===== config.mk =====
export PLATFORM = sky130hd
export DESIGN_NAME = mod_cfg_sequencer
export DESIGN_NICKNAME = d
export VERILOG_FILES = /design/src/rtl/fog_mod_pkg.sv /design/src/rtl/mod_amp_slew.sv /design/src/rtl/mod_cfg_sequencer.sv
export SDC_FILE = /design/constraint.sdc
export NUM_CORES = 1
export LEC_CHECK = 0
export BUFFER_PORTS_ARGS = -buffer_cell sky130_fd_sc_hd__buf_2
export CORE_ASPECT_RATIO = 1.4
export CORE_UTILIZATION = 40
export DETAILED_ROUTE_END_ITERATION = 8
export PLACE_DENSITY = 0.56
export SYNTH_ARGS = -nofsm -noshare
export SYNTH_HDL_FRONTEND = slang
export SYNTH_SLANG_ARGS = --single-unit

===== constraint.sdc =====
create_clock -name i_clk -period 8 [get_ports i_clk]
set_input_delay 2 -clock i_clk [delete_from_list [all_inputs] [get_ports i_clk]]
set_output_delay 2 -clock i_clk [all_outputs]
set_load 0.03 [all_outputs]

===== src/rtl/fog_mod_pkg.sv =====
// -----------------------------------------------------------------------------
// fog_mod_pkg
// Shared definitions for the FOG modulation path: the configuration
// sequencer state encoding and the constants it shares with the square-wave
// modulation generator.
//   AMP_W                 : signed amplitude width used by the generator
//   FOG_DEFAULT_FREQ_CNT  : half-period count driven after reset
//   FOG_MIN_FREQ_CNT      : smallest half-period count the generator accepts
// -----------------------------------------------------------------------------
package fog_mod_pkg;

    localparam int          AMP_W                = 32;
    localparam int unsigned FOG_DEFAULT_FREQ_CNT = 100;
    localparam int unsigned FOG_MIN_FREQ_CNT     = 2;

    typedef enum logic [1:0] {
        ST_IDLE = 2'd0,
        ST_PEND = 2'd1,
        ST_SLEW = 2'd2
    } seq_state_t;

endpackage


===== src/rtl/mod_amp_slew.sv =====
// -----------------------------------------------------------------------------
// mod_amp_slew
// Single-channel signed step limiter. Combinational: given the current
// amplitude and its target, produces the value after one boundary step.
// Ports:
//   i_cur       : current amplitude (signed, W bits)
//   i_target    : target amplitude (signed, W bits)
//   i_en        : take a step this cycle; when low o_next = i_cur
//   o_next      : amplitude after the (optional) step
//   o_at_target : o_next equals i_target
// -----------------------------------------------------------------------------
module mod_amp_slew #(
    parameter int W    = 32,
    parameter int STEP = 64
) (
    input  logic signed [W-1:0] i_cur,
    input  logic signed [W-1:0] i_target,
    input  logic                i_en,
    output logic signed [W-1:0] o_next,
    output logic                o_at_target
);

    localparam logic signed [W:0] STEP_P = (W+1)'(STEP);

    // One extra bit so full-scale swings (e.g. max to min) cannot wrap.
    logic signed [W:0] w_diff;

    assign w_diff = $signed({i_target[W-1], i_target}) - $signed({i_cur[W-1], i_cur});

    // When the remaining distance exceeds STEP the intermediate value lies
    // strictly between current and target, so the W-bit add cannot overflow.
    always_comb begin
        o_next = i_cur;
        if (i_en) begin
            if (w_diff > STEP_P) begin
                o_next = i_cur + W'(STEP);
            end else if (w_diff < -STEP_P) begin
                o_next = i_cur - W'(STEP);
            end else begin
                o_next = i_target;
            end
        end
    end

    assign o_at_target = (o_next == i_target);

endmodule


===== src/rtl/mod_cfg_sequencer.sv =====
// -----------------------------------------------------------------------------
// mod_cfg_sequencer
// Configuration controller in front of the FOG square-wave modulation
// generator. A host request (period + two amplitudes) is taken over a
// valid/ready handshake, the period is applied at the next half-period
// boundary (i_stepTrig), then both amplitudes slew toward their targets by at
// most AMP_STEP per boundary.
//
// Handshake: a request transfers on a rising clock edge where i_cfg_valid and
// o_cfg_ready are both high. o_cfg_ready is high only in IDLE and stays low in
// the o_commit cycle. The host holds valid and fields stable until transfer.
//
// Ports:
//   i_clk, i_rst_n           : clock, asynchronous active-low reset
//   i_cfg_valid/o_cfg_ready  : request handshake
//   i_cfg_freq_cnt           : requested half-period count (< MIN rejected)
//   i_cfg_amp_H/i_cfg_amp_L  : requested signed amplitudes
//   i_stepTrig               : generator half-period boundary pulse
//   o_freq_cnt, o_amp_H/L    : registered values to the generator
//   o_busy                   : request pending or slewing
//   o_commit                 : pulse when outputs reached accepted targets
//   o_cfg_err                : pulse when a request is rejected
//   o_state                  : current FSM state, for debug
//
// Optional feature: define MOD_CFG_WATCHDOG_EN to force-apply the pending
// configuration if no boundary arrives within TIMEOUT_CYC clocks; that event
// pulses o_commit and o_cfg_err together.
// -----------------------------------------------------------------------------
module mod_cfg_sequencer
    import fog_mod_pkg::*;
#(
    parameter int          OUTPUT_BIT       = fog_mod_pkg::AMP_W,
    parameter int          AMP_STEP         = 64,
    parameter int unsigned MIN_FREQ_CNT     = fog_mod_pkg::FOG_MIN_FREQ_CNT,
    parameter int unsigned DEFAULT_FREQ_CNT = fog_mod_pkg::FOG_DEFAULT_FREQ_CNT,
    parameter int unsigned TIMEOUT_CYC      = 1000000
) (
    input  logic                         i_clk,
    input  logic                         i_rst_n,
    input  logic                         i_cfg_valid,
    output logic                         o_cfg_ready,
    input  logic [31:0]                  i_cfg_freq_cnt,
    input  logic signed [OUTPUT_BIT-1:0] i_cfg_amp_H,
    input  logic signed [OUTPUT_BIT-1:0] i_cfg_amp_L,
    input  logic                         i_stepTrig,
    output logic [31:0]                  o_freq_cnt,
    output logic signed [OUTPUT_BIT-1:0] o_amp_H,
    output logic signed [OUTPUT_BIT-1:0] o_amp_L,
    output logic                         o_busy,
    output logic                         o_commit,
    output logic                         o_cfg_err,
    output seq_state_t                   o_state
);

    seq_state_t                   r_state, w_state_nx;
    logic [31:0]                  r_freq_cnt, w_freq_nx;
    logic signed [OUTPUT_BIT-1:0] r_amp_H, w_amp_H_nx;
    logic signed [OUTPUT_BIT-1:0] r_amp_L, w_amp_L_nx;
    logic [31:0]                  r_shd_freq, w_shd_freq_nx;
    logic signed [OUTPUT_BIT-1:0] r_shd_amp_H, w_shd_amp_H_nx;
    logic signed [OUTPUT_BIT-1:0] r_shd_amp_L, w_shd_amp_L_nx;
    logic                         r_cfg_ready, w_ready_nx;
    logic                         r_busy, w_busy_nx;
    logic                         r_commit, w_commit_nx;
    logic                         r_cfg_err, w_err_nx;

    logic                         w_slew_en;
    logic signed [OUTPUT_BIT-1:0] w_next_H, w_next_L;
    logic                         w_at_H, w_at_L;

    // Steps only happen on boundaries while slewing; in PEND the limiters
    // are disabled so at_target reports whether no slew is needed at all.
    assign w_slew_en = (r_state == ST_SLEW) && i_stepTrig;

    mod_amp_slew #(.W(OUTPUT_BIT), .STEP(AMP_STEP)) u_slew_h (
        .i_cur       (r_amp_H),
        .i_target    (r_shd_amp_H),
        .i_en        (w_slew_en),
        .o_next      (w_next_H),
        .o_at_target (w_at_H)
    );

    mod_amp_slew #(.W(OUTPUT_BIT), .STEP(AMP_STEP)) u_slew_l (
        .i_cur       (r_amp_L),
        .i_target    (r_shd_amp_L),
        .i_en        (w_slew_en),
        .o_next      (w_next_L),
        .o_at_target (w_at_L)
    );

`ifdef MOD_CFG_WATCHDOG_EN
    logic [31:0] r_wd_cnt, w_wd_cnt_nx;
    logic        w_wd_expire;

    // Held at zero in IDLE, so it starts from zero on PEND entry.
    always_comb begin
        w_wd_expire = (r_state != ST_IDLE) && !i_stepTrig &&
                      (r_wd_cnt == 32'(TIMEOUT_CYC - 32'd1));
        if ((r_state == ST_IDLE) || i_stepTrig) begin
            w_wd_cnt_nx = '0;
        end else begin
            w_wd_cnt_nx = r_wd_cnt + 32'd1;
        end
    end

    always_ff @(posedge i_clk or negedge i_rst_n) begin
        if (!i_rst_n) begin
            r_wd_cnt <= '0;
        end else begin
            r_wd_cnt <= w_wd_cnt_nx;
        end
    end
`else
    localparam int unsigned unused_timeout_cyc = TIMEOUT_CYC;
`endif

    always_comb begin
        w_state_nx     = r_state;
        w_freq_nx      = r_freq_cnt;
        w_amp_H_nx     = r_amp_H;
        w_amp_L_nx     = r_amp_L;
        w_shd_freq_nx  = r_shd_freq;
        w_shd_amp_H_nx = r_shd_amp_H;
        w_shd_amp_L_nx = r_shd_amp_L;
        w_commit_nx    = 1'b0;
        w_err_nx       = 1'b0;

        case (r_state)
            ST_IDLE: begin
                if (i_cfg_valid && r_cfg_ready) begin
                    if (i_cfg_freq_cnt < 32'(MIN_FREQ_CNT)) begin
                        w_err_nx = 1'b1;
                    end else begin
                        w_shd_freq_nx  = i_cfg_freq_cnt;
                        w_shd_amp_H_nx = i_cfg_amp_H;
                        w_shd_amp_L_nx = i_cfg_amp_L;
                        w_state_nx     = ST_PEND;
                    end
                end
            end
            ST_PEND: begin
                if (i_stepTrig) begin
                    w_freq_nx = r_shd_freq;
                    if (w_at_H && w_at_L) begin
                        w_state_nx  = ST_IDLE;
                        w_commit_nx = 1'b1;
                    end else begin
                        w_state_nx = ST_SLEW;
                    end
                end
            end
            ST_SLEW: begin
                if (i_stepTrig) begin
                    w_amp_H_nx = w_next_H;
                    w_amp_L_nx = w_next_L;
                    if (w_at_H && w_at_L) begin
                        w_state_nx  = ST_IDLE;
                        w_commit_nx = 1'b1;
                    end
                end
            end
            default: begin
                w_state_nx = ST_IDLE;
            end
        endcase

`ifdef MOD_CFG_WATCHDOG_EN
        if (w_wd_expire) begin
            w_freq_nx   = r_shd_freq;
            w_amp_H_nx  = r_shd_amp_H;
            w_amp_L_nx  = r_shd_amp_L;
            w_state_nx  = ST_IDLE;
            w_commit_nx = 1'b1;
            w_err_nx    = 1'b1;
        end
`endif

        // Ready is withheld during the commit cycle so a held request is
        // taken only once IDLE has been re-entered.
        w_ready_nx = (w_state_nx == ST_IDLE) && !w_commit_nx;
        w_busy_nx  = (w_state_nx != ST_IDLE);
    end

    always_ff @(posedge i_clk or negedge i_rst_n) begin
        if (!i_rst_n) begin
            r_state     <= ST_IDLE;
            r_freq_cnt  <= 32'(DEFAULT_FREQ_CNT);
            r_amp_H     <= '0;
            r_amp_L     <= '0;
            r_shd_freq  <= '0;
            r_shd_amp_H <= '0;
            r_shd_amp_L <= '0;
            r_cfg_ready <= 1'b1;
            r_busy      <= 1'b0;
            r_commit    <= 1'b0;
            r_cfg_err   <= 1'b0;
        end else begin
            r_state     <= w_state_nx;
            r_freq_cnt  <= w_freq_nx;
            r_amp_H     <= w_amp_H_nx;
            r_amp_L     <= w_amp_L_nx;
            r_shd_freq  <= w_shd_freq_nx;
            r_shd_amp_H <= w_shd_amp_H_nx;
            r_shd_amp_L <= w_shd_amp_L_nx;
            r_cfg_ready <= w_ready_nx;
            r_busy      <= w_busy_nx;
            r_commit    <= w_commit_nx;
            r_cfg_err   <= w_err_nx;
        end
    end

    assign o_state     = r_state;
    assign o_freq_cnt  = r_freq_cnt;
    assign o_amp_H     = r_amp_H;
    assign o_amp_L     = r_amp_L;
    assign o_cfg_ready = r_cfg_ready;
    assign o_busy      = r_busy;
    assign o_commit    = r_commit;
    assign o_cfg_err   = r_cfg_err;

endmodule


Word-level counts from Yosys, hierarchy flattened
Cells that the tools add are included.
- magnitude comparators: 5
- reduce and logical (&&, ||, !) cells: 12
- bitwise operators: 1
- eq/ne operators: 4
- mux-type cells: 19
- add/sub/neg operators: 6
- operators with widths (kind ; number):
    $mux 32 ; 6
    $gt 33x8->1 const B ; 2
    $lt 33x7->1 const B ; 2
    $sub 32x32->33 ; 2
    $add 32x8->32 const B ; 2
    $eq 32x32->1 ; 2
    $sub 32x8->32 const B ; 2
    $lt 32x2->1 const B ; 1
    $mux 2 ; 6
    $mux 1 ; 6
    $pmux 2 s3 ; 1
    $logic_and 1x1->1 ; 4
    $logic_not 2->1 ; 2
    $reduce_and 2->1 ; 2
    $reduce_and 3->1 ; 1
    $eq 2x1->1 const B ; 1
    $eq 2x2->1 const B ; 1
    $reduce_bool 2->1 ; 1
    $reduce_or 2->1 ; 1
    $logic_not 1->1 ; 1
    $not 1->1 ; 1
- logic and storage cells: 58
- register bits after elaboration: 198
- output and inout bits: 102

Depth between registers and ports, before layout
- word-level depth: 12
- depth in mapped cells: 24
- mapped depth without buffers: 19

Modules after synthesis
Synthesis repeated with hierarchy kept, for this count alone.
- cell total of the unflattened synthesis: 1979
- area total of the unflattened synthesis: 17490.5 sq um
- by module, submodules not included (module ; sequential area each (sq um) ; instances ; cells each ; area an instance (sq um)):
    mod_cfg_sequencer ; 4959.8 ; 1 ; 450 ; 7522.2
    mod_amp_slew (u_slew_l) ; 0.0 ; 1 ; 750 ; 5028.6
    mod_amp_slew (u_slew_h) ; 0.0 ; 1 ; 779 ; 4939.7

Least setup slack after synthesis
Ideal clock, no wire load.
- path type: register to register
- start: register r_amp_L[10], in the netlist o_amp_L[10]
- end: register r_state[0], in the netlist o_state[0]
- path slack: 2071 ps
- setup time: 153 ps
- stages on the path, launching flop included: 23
- data arrival time: 5776 ps
- buffers on the path: 4
- cell sequence: dfrtp_1 -> clkbuf_1 -> clkinv_1 -> ha_1 -> buf_6 -> a21oi_2 -> o21ai_2 -> a22o_1 -> or3_1 -> buf_2 -> xor2_1 -> or4_1 -> or4_4 -> o21ai_4 -> buf_2 -> nor4_1 -> a31oi_1 -> o221ai_2 -> xnor2_1 -> or4_1 -> or4_4 -> o21ai_0 -> a221oi_1
- word-level cells in the longest chain between the ends: 10
- ends and longest elaborated chain (item ; RTL line ; text):
    start, declared ; mod_cfg_sequencer.sv:58 ; logic signed [OUTPUT_BIT-1:0] r_amp_L, w_amp_L_nx;
    start signal, assigned ; mod_cfg_sequencer.sv:201 ; r_amp_L <= w_amp_L_nx;
    $sub 32x32->33 ; mod_amp_slew.sv:28 ; assign w_diff = $signed({i_target[W-1], i_target}) - $signed({i_cur[W-1], i_cur});
    $lt 33x7->1 ; mod_amp_slew.sv:37 ; end else if (w_diff < -STEP_P) begin
    $mux 32 ; mod_amp_slew.sv:37 ;
    $mux 32 ; mod_amp_slew.sv:35 ; if (w_diff > STEP_P) begin
    $mux 32 (*) ; mod_amp_slew.sv:34 ; if (i_en) begin
    $eq 32x32->1 (*) ; mod_amp_slew.sv:45 ; assign o_at_target = (o_next == i_target);
    $logic_and 1x1->1 (*) ; mod_cfg_sequencer.sv:156 ; if (w_at_H && w_at_L) begin
    $mux 2 (*) ; mod_cfg_sequencer.sv:156 ;
    $mux 2 (*) ; mod_cfg_sequencer.sv:153 ; if (i_stepTrig) begin
    $pmux 2 s3 (*) ; mod_cfg_sequencer.sv:128 ; case (r_state)
    net w_state_nx[0] ; mod_cfg_sequencer.sv:55 ; seq_state_t r_state, w_state_nx;
    end signal, assigned ; mod_cfg_sequencer.sv:198 ; r_state <= w_state_nx;
    end, declared ; mod_cfg_sequencer.sv:55 ;
The timed path passes the listed nets; every way through them passes the cells marked *.
A chain may end at the register's enable or synchronous reset.

Worst setup path after layout
Same ends and word-level chain as after synthesis.

==> results.cfg <==
[run_status]
status = finished, violations left
violations = DRC

[yosys]
yosys_warnings = 0
syn_nets = 2344
synth_cell_type_count = 95
synth_edf_count = 0
synthesis.area_sq_um = 17710
synth.top_cell.area_share = 0.2741
syn_inst = 2170
synth_flop_cell = dfrtp_1
ys_seq_area_frac = 0.2800
async_flop_share = 1.000
avgSynthCellArea_sq_um = 8.162
synth_largest_area_cell = dfrtp_1
synth.top_cells.by_area = dfrtp_1 27%, mux2_2 8.6%, ha_1 5.1%
ys_seq_elements = 198

[clocking]
cts_hold_buf = 0
cts-root-buf = clkbuf_16
htreeDepth = 4
cts_made_buffers = 17
clock_latency_ps = 470
cts_tree = yes
path_clk_slew_ps = 100
cts_setup_buffers = 0
clock-sinks = 198
clk_path_buf_depth = 2
post_cts_resized = 0

[place]
gp_congestion = 1.029
place_inst = 2835
port-buffer-count = 201
hpwl_um = 64770

[final_layout]
fin_nets = 2476
nFillCells = 4390
drive_gt1_frac = 0.1948
area_delta_synth_final_pct = 12.18
fin_cells = 2870

[floorplanning]
dieHeight_um = 251.0
io_pins = 202
initial_core_util = 0.4085
core-area_sq_um = 43350
dieArea_sq_um = 45130
core.rowCount = 90
die_w_um = 179.8

[critical_path]
critPathMaxStageDelay_ps = 780
cp_slowest_cell = a2111oi_0
critPathLaunchType = flip-flop
cp.required_ps = 8300
cp.arrival_ps = 7880
path_buf_inv = 3
critical_path.top_delay_family = simple AND/OR/NAND/NOR gates
crit_fanout = 14
path_class = flip-flop to flip-flop
crit_chain = clkinv_1, ha_1, nand4_1, a2111oi_0, buf_4, or3_1, xor2_1, or4_1, nor4_1, a21oi_2, nor2_2, buf_4, a211oi_1, a2111oi_2, xnor2_1, nor4b_1, nand4_1, o21ai_0, a221oi_1
cp-end-kind = flip-flop

[power_and_ir_drop]
clkPwrFrac = 0.234
ir_drop_mv = 0.1305
p_per_area_nw_per_um2 = 204.3
pwr-share-seq = 0.306
combinationalPowerShare = 0.460
power_leakage_uw = 0.008863
p_sw_frac = 0.4912
p_int_uw = 2065
power.switching_uw = 1994

[sta]
setup_viol = 0
fin_setup_tns_ps = 0
finalCritPeriodShare = 0.9474
worst-slew-pin-transition_ps = 1268
maxSlewHeadroom = 0.1509
holdWs_ps = 495.5
fmaxAchievable_ghz = 0.1319
period_needed_ps = 7580
rsz0062_at_grt = no
final_hold_viol_count = 0
drv_slew = 0
clock_skew_ps = 18.41

[global_route]
globalRouteOverflowTotal = 0
grt_pass1_vias = 18903
grt_start_max_net_pins = 111
grt_pass1_wl_um = 121900
grt_usage = 0.3629
antenna_found_initial = 3

[detailed_routing]
drtIter0Drc = 1431
vias = 18997
viasPerCell = 6.619
wirelength_um = 83230
drc = 5
wl_per_cell_um = 29.00
ant_nets = 0
dr.pass1.iters = 8

[hold_path]
hold_class = flip-flop to flip-flop

[flow_run]
max-cap-violations = 0
==> layout by cell type (no fill, tap or decap), types with 14 or more instances in the layout <==
cell	count
nor3_1	80
clkbuf_16	17
a21oi_1	152
inv_1	107
nand3_1	76
and2_1	23
nand4_1	51
and3_1	31
nor4_1	43
a22oi_1	19
or4_1	14
ha_1	72
o21a_1	16
dfrtp_1	194
buf_4	37
a31oi_1	22
mux2i_1	20
o2111ai_1	17
o22ai_1	24
a21o_1	31
nand2_1	183
and4_1	21
nor2_1	137
a211oi_1	31
o21ai_0	132
mux2_2	135
or3_1	29
o211ai_1	26
o31ai_1	16
xnor2_1	74
buf_2	200
xor2_1	22
==> power groups by stage <==
stage | clock network (uW) | registers, uW | logic [uW]
2_1_floorplan | 0 | 1290 | 1090
3_3_place_gp | 0 | 1250 | 1800
3_5_place_dp | 0 | 1250 | 1790
4_1_cts | 956 | 1230 | 1800
5_1_grt | 992 | 1250 | 1970
6_report | 950 | 1240 | 1870
==> final cells by class <==
| cell class | count | area [sq um] | share of cell area |
|---|---|---|---|
| multi-input cells | 1735 | 11870 | 0.5975 |
| flip-flops and latches | 198 | 4960 | 0.2496 |
| repair buffers | 239 | 1313 | 0.06606 |
| well taps | 552 | 690.7 | 0.03476 |
| clock buffers | 17 | 425.4 | 0.02141 |
| inverters | 111 | 416.7 | 0.02097 |
| clock inverters | 15 | 183.9 | 0.009257 |
| diodes | 3 | 7.507 | 0.0003779 |
==> state kept, by name, indices dropped and copies added (netlist names) <==
register     count
o_cfg_err        1
r_shd_freq      32
o_cfg_ready      1
o_busy           1
r_shd_amp_H     32
o_amp_H         32
o_freq_cnt      32
o_amp_L         32
r_shd_amp_L     32
o_state          2
o_commit         1
==> per-layer routing <==
layer	GRT usage	share of wire
met2	0.6569	0.51
met3	0.05418	0.064
met5	0	0
met1	0.3699	0.34
met4	0.3000	0.090
==> cells in the mapped netlist (24+ instances only) <==
cell and number:
a211oi_1 31, a21o_1 31, a21oi_1 154, and2_1 24, and3_1 31, clkbuf_1 98
dfrtp_1 194, ha_1 72, inv_1 107, mux2_2 135, nand2_1 185, nand3_1 76
nand4_1 51, nor2_1 138, nor3_1 80, nor4_1 43, o211ai_1 26, o21ai_0 132
o22ai_1 24, or3_1 29, xnor2_1 74
==> worst register-to-register path, stage by stage, from the launching register on <==
cell	delay, ps
dfrtp_1	660
clkinv_1	410
ha_1	610
nand4_1	180
a2111oi_0	780
buf_4	290
or3_1	290
xor2_1	130
or4_1	610
nor4_1	590
a21oi_2	290
nor2_2	350
buf_4	290
a211oi_1	100
a2111oi_2	400
xnor2_1	170
nor4b_1	460
nand4_1	410
o21ai_0	280
a221oi_1	120
==> stage by stage <==
| step | total power (uW) | area, sq um | util | setup slack, ps |
|---|---|---|---|---|
| 2_1_floorplan | 2378 | 17710 | - | 2071 |
| 3_3_place_gp | 3051 | 19250 | 0.4440 | 573.1 |
| 3_5_place_dp | 3043 | 19250 | 0.4440 | 630.2 |
| 4_1_cts | 3991 | 19860 | 0.4581 | 599.6 |
| 5_1_grt | 4206 | 19870 | 0.4583 | 221.2 |
| 6_report | 4059 | 19870 | 0.4583 | 420.4 |
==> cells by family (layout without fill, tap and decap cells) <==
family                     count (synthesis)  after routing  share of synthesized area
and+or+nand+nor                          761            761                     0.2225
buffers and inverters                    237            382                    0.05193
muxes                                    155            155                    0.09714
AOI/OAI and AO/OA                        649            649                     0.2478
xor gates and xnor gates                  96             96                    0.04747
other                                      0              3                          0
DFF                                      198            198                     0.2800
adders and majority gates                 74             74                    0.05313
==> path summary, 6_finish.rpt <==
| check | to | cells after the start | slack (ps) | start |
|---|---|---|---|---|
| max reg2reg | o_state[0] | 19 | 420 | o_amp_L[10] |
| min in group asynchronous | r_shd_amp_L[4] | 1 | 1630 | i_rst_n |
| min reg2reg | o_freq_cnt[8] | 1 | 500 | r_shd_freq[8] |
| max | o_state[0] | 19 | 420 | o_amp_L[10] |
| max in group asynchronous | r_shd_freq[23] | 2 | 4600 | i_rst_n |
| min | o_freq_cnt[8] | 1 | 500 | r_shd_freq[8] |
Note: power is estimated with default switching activity, not from simulation.
